$ cat config.mk
export PLATFORM = sky130hd
export DESIGN_NAME = clk_div_monitor_flat
export DESIGN_NICKNAME = d
export VERILOG_FILES = /design/src/rtl/clk_div_monitor_pkg.sv /design/src/rtl/clk_div_monitor_if.sv /design/src/rtl/clk_div_monitor_bit_sync.sv /design/src/rtl/clk_div_monitor.sv /design/src/flat_wrapper.sv
export SDC_FILE = /design/constraint.sdc
export NUM_CORES = 1
export LEC_CHECK = 0
export CAP_MARGIN = 10
export CORE_ASPECT_RATIO = 1.1
export CORE_MARGIN = 2
export CORE_UTILIZATION = 40
export CTS_CLUSTER_DIAMETER = 30
export DETAILED_ROUTE_END_ITERATION = 6
export SYNTH_ARGS = -nofsm -noshare
export SYNTH_HDL_FRONTEND = slang
export SYNTH_SLANG_ARGS = --single-unit
$ cat constraint.sdc
create_clock -name clk -period 3.7 [get_ports clk]
set_clock_uncertainty 0.15 [all_clocks]
set_input_delay 0.74 -clock clk [delete_from_list [all_inputs] [get_ports clk]]
set_output_delay 0.74 -clock clk [all_outputs]
set_load 0.005 [all_outputs]
$ cat src/rtl/clk_div_monitor_pkg.sv
`default_nettype none
// ============================================================================
// Module      : clk_div_mon_pkg
// Description : Shared types and default widths for the divided-clock monitor.
// Revision    : 1.0 - initial release
// ============================================================================
package clk_div_mon_pkg;

    localparam int CNT_W_DEF       = 8;
    localparam int SYNC_STAGES_DEF = 2;
    localparam int LOCK_CNT_DEF    = 4;
    localparam int TIMEOUT_DEF     = 255;
    localparam int TOL_W           = 4;

    typedef enum logic [1:0] {
        IDLE      = 2'd0,
        WAIT_EDGE = 2'd1,
        ACQUIRE   = 2'd2,
        LOCKED    = 2'd3
    } state_t;

endpackage
`default_nettype wire

$ cat src/rtl/clk_div_monitor_if.sv
`default_nettype none
// ============================================================================
// Module      : clk_div_monitor_if
// Description : Config, divided-clock input and status bundle of the monitor.
// Revision    : 1.0 - initial release
// ============================================================================
interface clk_div_monitor_if
    import clk_div_mon_pkg::*;
#(
    parameter int CNT_W = CNT_W_DEF
);
    logic             div_in;
    logic             enable;
    logic [CNT_W-1:0] exp_period;
    logic [TOL_W-1:0] period_tol;
    logic [TOL_W-1:0] duty_tol;
    logic             err_clr;
    logic [CNT_W-1:0] meas_period;
    logic [CNT_W-1:0] meas_high;
    logic             meas_valid;
    logic             locked;
    logic             err_period;
    logic             err_duty;
    logic             err_timeout;

    modport master (
        output div_in, enable, exp_period, period_tol, duty_tol, err_clr,
        input  meas_period, meas_high, meas_valid, locked,
               err_period, err_duty, err_timeout
    );

    modport slave (
        input  div_in, enable, exp_period, period_tol, duty_tol, err_clr,
        output meas_period, meas_high, meas_valid, locked,
               err_period, err_duty, err_timeout
    );
endinterface
`default_nettype wire

$ cat src/rtl/clk_div_monitor_bit_sync.sv
`default_nettype none
// ============================================================================
// Module      : bit_sync
// Description : Multi-flop synchroniser for a single asynchronous bit.
// Revision    : 1.0 - initial release
// ============================================================================
module bit_sync #(
    parameter int SYNC_STAGES = 2
) (
    input  wire logic clk,
    input  wire logic rst,
    input  wire logic d_i,
    output logic      q_o
);
    logic [SYNC_STAGES-1:0] sync_q;

    always_ff @(posedge clk or posedge rst) begin
        if (rst) begin
            sync_q <= '0;
        end else begin
            sync_q <= {sync_q[SYNC_STAGES-2:0], d_i};
        end
    end

    assign q_o = sync_q[SYNC_STAGES-1];
endmodule
`default_nettype wire

$ cat src/rtl/clk_div_monitor.sv
`default_nettype none
// ============================================================================
// Module      : clk_div_monitor
// Description : Measures period/high time of a divided clock and checks them.
// Revision    : 1.0 - initial release
// ============================================================================
module clk_div_monitor
    import clk_div_mon_pkg::*;
#(
    parameter int CNT_W       = CNT_W_DEF,
    parameter int SYNC_STAGES = SYNC_STAGES_DEF,
    parameter int LOCK_CNT    = LOCK_CNT_DEF,
    parameter int TIMEOUT     = TIMEOUT_DEF
) (
    input  wire logic        clk,
    input  wire logic        rst,
    clk_div_monitor_if.slave mon
);
    localparam int               EW        = CNT_W + 2;
    localparam int               GC_W      = $clog2(LOCK_CNT + 1);
    localparam logic [CNT_W-1:0] C_ONE     = CNT_W'(1);
    localparam logic [CNT_W-1:0] C_TIMEOUT = CNT_W'(TIMEOUT);
    localparam logic [GC_W-1:0]  C_LOCK    = GC_W'(LOCK_CNT);

    state_t           state_q;
    logic             s_d_q;
    logic [CNT_W-1:0] per_cnt_q;
    logic [CNT_W-1:0] hi_cnt_q;
    logic [GC_W-1:0]  good_cnt_q;
    logic [CNT_W-1:0] meas_period_q;
    logic [CNT_W-1:0] meas_high_q;
    logic             meas_valid_q;
    logic             locked_q;
    logic             err_period_q;
    logic             err_duty_q;
    logic             err_timeout_q;

    logic             w_s;
    logic             w_rise;
    logic [CNT_W-1:0] w_per_inc;
    logic [CNT_W-1:0] w_hi_inc;
    logic [GC_W-1:0]  w_gc_inc;
    logic [EW-1:0]    w_per_ext;
    logic [EW-1:0]    w_exp_ext;
    logic [EW-1:0]    w_two_hi;
    logic [EW-1:0]    w_dp;
    logic [EW-1:0]    w_dd;
    logic             w_good_p;
    logic             w_good_d;
    logic             w_good;

    bit_sync #(
        .SYNC_STAGES (SYNC_STAGES)
    ) u_sync (
        .clk (clk),
        .rst (rst),
        .d_i (mon.div_in),
        .q_o (w_s)
    );

    assign w_rise    = w_s & ~s_d_q;
    assign w_per_inc = (per_cnt_q == '1) ? per_cnt_q : per_cnt_q + C_ONE;
    assign w_hi_inc  = (w_s && (hi_cnt_q != '1)) ? hi_cnt_q + C_ONE : hi_cnt_q;
    assign w_gc_inc  = good_cnt_q + GC_W'(1);

    // Unsigned absolute differences, widened so 2*hi cannot overflow.
    assign w_per_ext = EW'(per_cnt_q);
    assign w_exp_ext = EW'(mon.exp_period);
    assign w_two_hi  = {1'b0, hi_cnt_q, 1'b0};
    assign w_dp      = (w_per_ext >= w_exp_ext) ? (w_per_ext - w_exp_ext) : (w_exp_ext - w_per_ext);
    assign w_dd      = (w_two_hi >= w_per_ext) ? (w_two_hi - w_per_ext) : (w_per_ext - w_two_hi);
    // A zero expectation is a deliberate "always fail" setting.
    assign w_good_p  = (mon.exp_period != '0) && (w_dp <= EW'(mon.period_tol));
    assign w_good_d  = (w_dd <= EW'(mon.duty_tol));
    assign w_good    = w_good_p & w_good_d;

    always_ff @(posedge clk or posedge rst) begin
        if (rst) begin
            state_q       <= IDLE;
            s_d_q         <= 1'b0;
            per_cnt_q     <= '0;
            hi_cnt_q      <= '0;
            good_cnt_q    <= '0;
            meas_period_q <= '0;
            meas_high_q   <= '0;
            meas_valid_q  <= 1'b0;
            locked_q      <= 1'b0;
            err_period_q  <= 1'b0;
            err_duty_q    <= 1'b0;
            err_timeout_q <= 1'b0;
        end else begin
            s_d_q        <= w_s;
            meas_valid_q <= 1'b0;
            // Clears come first so a same-cycle set below takes precedence.
            if (mon.err_clr) begin
                err_period_q  <= 1'b0;
                err_duty_q    <= 1'b0;
                err_timeout_q <= 1'b0;
            end
            if (!mon.enable) begin
                state_q    <= IDLE;
                per_cnt_q  <= '0;
                hi_cnt_q   <= '0;
                good_cnt_q <= '0;
                locked_q   <= 1'b0;
            end else if (state_q == IDLE) begin
                state_q   <= WAIT_EDGE;
                per_cnt_q <= '0;
                hi_cnt_q  <= '0;
            end else if (w_rise) begin
                per_cnt_q <= C_ONE;
                hi_cnt_q  <= C_ONE;
                if (state_q == WAIT_EDGE) begin
                    state_q    <= ACQUIRE;
                    good_cnt_q <= '0;
                end else begin
                    meas_period_q <= per_cnt_q;
                    meas_high_q   <= hi_cnt_q;
                    meas_valid_q  <= 1'b1;
                    if (!w_good_p) begin
                        err_period_q <= 1'b1;
                    end
                    if (!w_good_d) begin
                        err_duty_q <= 1'b1;
                    end
                    if (!w_good) begin
                        state_q    <= ACQUIRE;
                        locked_q   <= 1'b0;
                        good_cnt_q <= '0;
                    end else if (state_q == ACQUIRE) begin
                        if (w_gc_inc == C_LOCK) begin
                            state_q    <= LOCKED;
                            locked_q   <= 1'b1;
                            good_cnt_q <= '0;
                        end else begin
                            good_cnt_q <= w_gc_inc;
                        end
                    end
                end
            end else if (per_cnt_q == C_TIMEOUT) begin
                // Restart the window so the timeout re-arms instead of firing every cycle.
                state_q       <= WAIT_EDGE;
                err_timeout_q <= 1'b1;
                locked_q      <= 1'b0;
                good_cnt_q    <= '0;
                per_cnt_q     <= '0;
                hi_cnt_q      <= '0;
            end else begin
                per_cnt_q <= w_per_inc;
                hi_cnt_q  <= w_hi_inc;
            end
        end
    end

    assign mon.meas_period = meas_period_q;
    assign mon.meas_high   = meas_high_q;
    assign mon.meas_valid  = meas_valid_q;
    assign mon.locked      = locked_q;
    assign mon.err_period  = err_period_q;
    assign mon.err_duty    = err_duty_q;
    assign mon.err_timeout = err_timeout_q;
endmodule
`default_nettype wire

$ cat src/flat_wrapper.sv
// flat-port wrapper written by rule: the top's interface ports become plain ports
module clk_div_monitor_flat import clk_div_mon_pkg::*;
#(
    parameter int CNT_W       = CNT_W_DEF,
    parameter int SYNC_STAGES = SYNC_STAGES_DEF,
    parameter int LOCK_CNT    = LOCK_CNT_DEF,
    parameter int TIMEOUT     = TIMEOUT_DEF
)
  (clk, rst, mon_div_in, mon_enable, mon_exp_period, mon_period_tol, mon_duty_tol, mon_err_clr, mon_meas_period, mon_meas_high, mon_meas_valid, mon_locked, mon_err_period, mon_err_duty, mon_err_timeout);
  clk_div_monitor_if #(.CNT_W(CNT_W)) mon_i ();
  input  wire logic clk;
  input  wire logic rst;
  input wire logic [$bits(mon_i.div_in)-1:0] mon_div_in;
  input wire logic [$bits(mon_i.enable)-1:0] mon_enable;
  input wire logic [$bits(mon_i.exp_period)-1:0] mon_exp_period;
  input wire logic [$bits(mon_i.period_tol)-1:0] mon_period_tol;
  input wire logic [$bits(mon_i.duty_tol)-1:0] mon_duty_tol;
  input wire logic [$bits(mon_i.err_clr)-1:0] mon_err_clr;
  output wire logic [$bits(mon_i.meas_period)-1:0] mon_meas_period;
  output wire logic [$bits(mon_i.meas_high)-1:0] mon_meas_high;
  output wire logic [$bits(mon_i.meas_valid)-1:0] mon_meas_valid;
  output wire logic [$bits(mon_i.locked)-1:0] mon_locked;
  output wire logic [$bits(mon_i.err_period)-1:0] mon_err_period;
  output wire logic [$bits(mon_i.err_duty)-1:0] mon_err_duty;
  output wire logic [$bits(mon_i.err_timeout)-1:0] mon_err_timeout;
  assign mon_i.div_in = mon_div_in;
  assign mon_i.enable = mon_enable;
  assign mon_i.exp_period = mon_exp_period;
  assign mon_i.period_tol = mon_period_tol;
  assign mon_i.duty_tol = mon_duty_tol;
  assign mon_i.err_clr = mon_err_clr;
  assign mon_meas_period = mon_i.meas_period;
  assign mon_meas_high = mon_i.meas_high;
  assign mon_meas_valid = mon_i.meas_valid;
  assign mon_locked = mon_i.locked;
  assign mon_err_period = mon_i.err_period;
  assign mon_err_duty = mon_i.err_duty;
  assign mon_err_timeout = mon_i.err_timeout;
  clk_div_monitor #(.CNT_W(CNT_W), .SYNC_STAGES(SYNC_STAGES), .LOCK_CNT(LOCK_CNT), .TIMEOUT(TIMEOUT)) u_core (.clk(clk), .rst(rst), .mon(mon_i));
endmodule
==> metrics.txt, run 1 <==
critical path cell sequence=buf_6, inv_8, ha_4, and4_4, and2_4, a221oi_4, buf_4, mux2i_2, xnor2_1, ha_1, nand2_1, o21ai_1, a222oi_1, a21boi_2, and4_4, nand4_4, o31ai_2; CP max stage delay=0.43 ns; clock power share=30.4%; nets=621; post-synthesis sequential area ratio=30.2%; register area=1130 sq um; Max VDD drop=216 uV; DR vias/cell=5.39; Sink Count=45; initial DRC count=139; die height=105 um; Final Wtd Congestion=0.877; Post-Place Cell Area=4900 sq um; DR DRC count=0; Crit path arrival time=3.86 ns; fraction of layout cells with a size suffix above 1=30.6%; worst endpoint required time=3.77 ns; most common cell after layout, fill and taps aside=buf_4; Fillers=806; first-pass GRT wire length=17600 um; Net Sw Power=369 uW; largest net degree at the start of global routing=46; number of port buffers=41; area growth from synthesis to layout=41.0%; flop and latch count out of synthesis=45; grt total ovfl=0; detailed-route via count=3609; sequential share of power=40.7%; Power Density=237 nW/um^2; switching share of total power=29.6%; total track usage=22.2%; setup violators final=6; Synth warnings=0; Clk Latency, worst-skew pair=0.31 ns; number of synthesized flops with an enable pin=0; most frequent cells in the layout=buf_4 (95), dfrtp_1 (42), nand2_1 (37); RSZ-0062 raised after global routing=true; drt first pass iters=4; Clock Root Buffer=clkbuf_8; core area=8960 sq um; number of antenna violations at the first check in global routing=0; hold depth=0; Hold Path Class=flop to flop; Ports=42; Rel. slew slack=38.2%; routed len/inst=16.4 um; Synth async-reset ratio=100%; Num CTS Buffers=5; Worst R2R Setup Slack=-0.07 ns; worst slew pin tran=0.926 ns; predominant post-synthesis flop cell=dfrtp_1; vias in the first global route=3604; H-tree depth=2; Clock Path Buffers=2; hold endpoint=u_core.u_sync.sync_q[1]; internal power=879 uW; Yosys cell types=62; outcome=complete, but fails checks; Final WS setup=-0.0968 ns; Mapped Area=3730 sq um; final wirelength=11000 um; clk slew on worst S/H paths=0.08 ns; Syn Inst Count=425; Final Power=1250 uW; Leak=0.00235 uW; Reg2Reg Depth=15; CTS tree=built; Final Non-Filler Cells=669; max-slew violations=0; Crit. End Element=flop; Critical R2R Launch=u_core.per_cnt_q[6]; CP Max Fanout=5; Worst Hold Launch=u_core.u_sync.sync_q[0]; maximum capacitance violations=0; syn nets=492; startpoint types=input pin; fin crit period=3.80 ns; most used cell, CP=and4_4; Slowest cell on crit path=a222oi_1; die width=96.1 um; Inst Count DP=649; Site Rows=36; Final ANT Viol Nets=0; CP Class=input pin to flop; Initial Util=41.6%; Gate power share=28.9%; failing checks=setup timing; die area=10100 sq um; synthesized area per cell=8.78 sq um; Worst R2R End=u_core.good_cnt_q[1]; Tcrit/Tclk final=103%; diode count=0; f_max=263 MHz; HPWL Detailed=8610 um; multi-input logic area=2540 sq um; Design Area, Final=5260 sq um; final hold violations=0
area by class of cell:
type	count	area share, %
well taps	114	2.71
repair buffers	138	21.9
inverters	46	3.57
flip-flops and latches	45	21.5
clock inverters	2	0.737
clock buffers	6	1.38
multi-input cells	318	48.3
power by group through the flow:
stage	combinational [uW]	clock, uW	sequential, uW
after floorplan	202	0	516
after global placement	321	0	517
after detailed placement	328	0	517
after CTS	345	384	507
after global routing	395	408	510
final	361	379	508
registers in the layout, indices dropped and copies added (netlist names):
name,count
u_core.u_sync.sync_q,2
u_core.mon.err_period,1
u_core.mon.err_duty,1
u_core.mon.meas_high,8
u_core.mon.meas_period,8
u_core.hi_cnt_q,8
u_core.mon.meas_valid,1
u_core.mon.err_timeout,1
u_core.s_d_q,1
u_core.per_cnt_q,8
u_core.state_q,2
u_core.good_cnt_q,3
u_core.mon.locked,1
worst max-delay path by stage:
stage | start | to | depth (start not counted)
after floorplan | mon_exp_period[6] | u_core.good_cnt_q[1] | 16
after global routing | mon_exp_period[6] | u_core.good_cnt_q[1] | 17
after CTS | mon_exp_period[4] | u_core.good_cnt_q[1] | 17
after global placement | mon_exp_period[6] | u_core.good_cnt_q[2] | 16
final | mon_exp_period[6] | u_core.good_cnt_q[1] | 17
after detailed placement | mon_exp_period[6] | u_core.good_cnt_q[2] | 16
cell usage after synthesis (3+ instances only):
| library cell | n | area (sq um) |
|---|---|---|
| a32oi_1 | 3 | 26.3 |
| clkbuf_8 | 3 | 41.3 |
| nor2_1 | 27 | 101 |
| a21boi_0 | 3 | 22.5 |
| nand3_1 | 12 | 60.1 |
| xnor2_1 | 19 | 166 |
| buf_4 | 6 | 45.0 |
| nor3_1 | 7 | 35.0 |
| a21oi_1 | 33 | 165 |
| and3_1 | 5 | 31.3 |
| mux2i_1 | 7 | 70.1 |
| a211oi_1 | 3 | 22.5 |
| ha_1 | 42 | 526 |
| xor2_1 | 3 | 26.3 |
| o21ai_0 | 27 | 135 |
| inv_1 | 46 | 173 |
| o21a_1 | 4 | 30.0 |
| nand4_1 | 8 | 50.1 |
| o31ai_1 | 4 | 30.0 |
| a22oi_1 | 3 | 22.5 |
| mux2_2 | 4 | 45.0 |
| o21ai_1 | 5 | 25.0 |
| fa_1 | 4 | 80.1 |
| clkbuf_1 | 5 | 18.8 |
| a31oi_1 | 8 | 50.1 |
| nand2_1 | 39 | 146 |
| dfrtp_1 | 45 | 1130 |
| a21o_1 | 4 | 30.0 |
| o211ai_1 | 4 | 30.0 |
| o22ai_1 | 5 | 31.3 |
kinds of logic (layout without fill, tap and decap cells):
logic type | after synthesis | in the layout | share of synthesized area [%]
multiplexers | 11 | 11 | 3.08
XOR/XNOR | 22 | 22 | 5.16
adder cells (fa/ha/maj) | 46 | 46 | 16.2
flip-flops | 45 | 45 | 30.2
buffers and inverters | 62 | 192 | 7.88
AND/OR/NAND/NOR | 118 | 118 | 16.1
AO/OA/AOI/OAI | 121 | 121 | 21.4
worst max-delay path: cells and delay by family:
kind | cells | cell delay, ns
AO/OA/AOI/OAI | 5 | 1.24
AND/OR/NAND/NOR | 5 | 0.74
adder cells (fa/ha/maj) | 2 | 0.48
buffers and inverters | 3 | 0.30
multiplexers | 1 | 0.21
XOR/XNOR | 1 | 0.14
per-stage QoR:
stage | utilization (%) | TNS (ns) | hold WS [ns] | worst slack, ns
after global placement | 54.7 | -5.03 | 0.186 | -0.880
final | 58.7 | -0.454 | 0.216 | -0.0968
after detailed placement | 54.7 | -5.60 | 0.197 | -0.982
after global routing | 58.7 | -1.59 | 0.235 | -0.277
after CTS | 57.1 | -0.259 | 0.216 | -0.0832
after floorplan | - | -0.140 | 0.181 | -0.0435
per-layer routing:
metal	GRT usage, %	wire length, um	part of all wire (%)	vias to the layer above
met2	38.8	5630	51	103
met4	6.84	238	2.2	0
li1	-	-	-	1757
met5	0	0	0	-
met1	28.0	4580	42	1732
met3	2.64	511	4.7	17
what timing repair did:
action	CTS	global route
resized for setup	51	28
hold buffers	0	0
pin swaps	25	22
setup endpoints to repair	7	7
buffers inserted	5	7
(Power assumes the default switching activity.)
==> run 2: changes to the inputs <==
--- a/config.mk
+++ b/config.mk
@@ -5,10 +5,11 @@
 export SDC_FILE = /design/constraint.sdc
 export NUM_CORES = 1
 export LEC_CHECK = 0
-export CAP_MARGIN = 10
+export CAP_MARGIN = 0
 export CORE_ASPECT_RATIO = 1.1
 export CORE_MARGIN = 2
 export CORE_UTILIZATION = 40
+export CTS_BUF_LIST = sky130_fd_sc_hd__clkbuf_8 sky130_fd_sc_hd__clkbuf_16
 export CTS_CLUSTER_DIAMETER = 30
 export DETAILED_ROUTE_END_ITERATION = 6
 export SYNTH_ARGS = -nofsm -noshare
==> metrics.txt, run 2 (synthesized netlist as in run 1, its figures left out) <==
DP Worst Slack=-0.982 ns; Clock Path Buffers=2; grt total ovfl=0; internal power=876 uW; DR DRC count=0; Design Area, Final=5260 sq um; fin crit period=3.80 ns; die area=10100 sq um; RSZ-0062 raised after global routing=true; die height=105 um; Sink Count=45; switching share of total power=29.7%; Reg2Reg Depth=15; Final WS setup=-0.0998 ns; Crit. End Element=flop; Post-Place Cell Area=4900 sq um; HPWL Detailed=8610 um; total track usage=22.2%; largest net degree at the start of global routing=46; first-pass GRT wire length=17600 um; most common cell after layout, fill and taps aside=buf_4; setup violators final=6; die width=96.1 um; CP Class=input pin to flop; maximum capacitance violations=0; Net Sw Power=370 uW; CTS tree=built; Initial Util=41.6%; f_max=263 MHz; startpoint types=input pin; outcome=complete, but fails checks; Final Wtd Congestion=0.877; worst slew pin tran=0.929 ns; detailed-route via count=3617; worst endpoint required time=3.77 ns; most frequent cells in the layout=buf_4 (95), dfrtp_1 (42), nand2_1 (37); H-tree depth=2; Power Density=237 nW/um^2; Rel. slew slack=38.0%; drt first pass iters=5; final hold violations=0; clk slew on worst S/H paths=0.08 ns; Crit path arrival time=3.87 ns; sequential share of power=40.8%; Leak=0.00235 uW; DR vias/cell=5.41; Clk Latency, worst-skew pair=0.31 ns; CP Max Fanout=5; Gate power share=29.0%; hold depth=0; clock power share=30.2%; final wirelength=11000 um; diode count=0; Fillers=806; number of antenna violations at the first check in global routing=0; routed len/inst=16.4 um; nets=621; Tcrit/Tclk final=103%; failing checks=setup timing; Hold Path Class=flop to flop; number of port buffers=41; initial DRC count=139; core area=8960 sq um; Ports=42; Clock Root Buffer=clkbuf_8; Max VDD drop=216 uV; Final ANT Viol Nets=0; fraction of layout cells with a size suffix above 1=30.6%; max-slew violations=0; area growth from synthesis to layout=41.0%; vias in the first global route=3604; post-layout util=58.7%; Num CTS Buffers=5; Site Rows=36
-- run 2: changes by cell type in the layout (fill, tap and decap cells not counted), sizes merged --
cell | before | now
clkbuf | 8 | 7
inv | 46 | 47
-- run 2: final cells by class --
class	instances	area, sq um	area share [%]
Clock inverter	3	42.5	0.808
Clock buffer	5	68.8	1.31
Sequential cell	45	1130	21.5
Inverter	46	188	3.57
Multi-Input combinational cell	318	2540	48.3
Tap cell	114	143	2.71
Timing Repair Buffer	138	1150	21.9
-- run 2: metrics by stage --
stage	setup TNS [ns]	total power (uW)	std cells	hold WS, ns
final	-0.471	1250	669	0.216
after global routing	-1.59	1310	669	0.235
after CTS	-0.259	1230	662	0.216
after detailed placement	-5.60	844	649	0.197
after global placement	-5.03	838	649	0.186
after floorplan	-0.140	717	425	0.181
-- run 2: power groups by stage --
stage / logic, uW / clock network, uW / registers [uW]
finish: 361 / 377 / 508
floorplan: 202 / 0 / 516
detailed placement: 328 / 0 / 517
global route: 395 / 405 / 510
CTS: 345 / 381 / 507
global placement: 321 / 0 / 517
-- run 2: layer usage --
| layer | GRT usage, % | wire (um) | vias to the layer above |
|---|---|---|---|
| met5 | 0 | 0 | - |
| met3 | 2.64 | 501 | 17 |
| li1 | - | - | 1758 |
| met2 | 38.8 | 5640 | 104 |
| met4 | 6.84 | 238 | 0 |
| met1 | 28.0 | 4600 | 1738 |
-- run 2: repair_timing --
| item | 4_1_cts | 5_1_grt |
|---|---|---|
| setup buffers | 5 | 7 |
| pin swaps | 25 | 22 |
| hold buffers | 0 | 0 |
| gates resized for setup | 51 | 28 |
| setup endpoints to repair | 7 | 7 |
| endpoints found under the hold margin | 0 | 0 |
-- run 2: path summary, 6_finish.rpt --
path / to / slack (ns) / startpoint
max reg2reg: u_core.good_cnt_q[1] / -0.08 / u_core.per_cnt_q[6]
max: u_core.good_cnt_q[1] / -0.1 / mon_exp_period[6]
min reg2reg: u_core.u_sync.sync_q[1] / 0.22 / u_core.u_sync.sync_q[0]
min in group asynchronous: u_core.mon.meas_period[7] / 0.81 / rst
max in group asynchronous: u_core.hi_cnt_q[0] / 1.95 / rst
min: u_core.u_sync.sync_q[1] / 0.22 / u_core.u_sync.sync_q[0]
-- run 2: critical path: stages --
cell	delay [ns]
buf_6	0.09
inv_8	0.03
ha_4	0.23
and4_4	0.17
and2_4	0.14
a221oi_4	0.32
buf_4	0.18
mux2i_2	0.21
xnor2_1	0.14
ha_1	0.25
nand2_1	0.06
o21ai_1	0.07
a222oi_1	0.43
a21boi_2	0.22
and4_4	0.24
nand4_4	0.13
o31ai_2	0.20
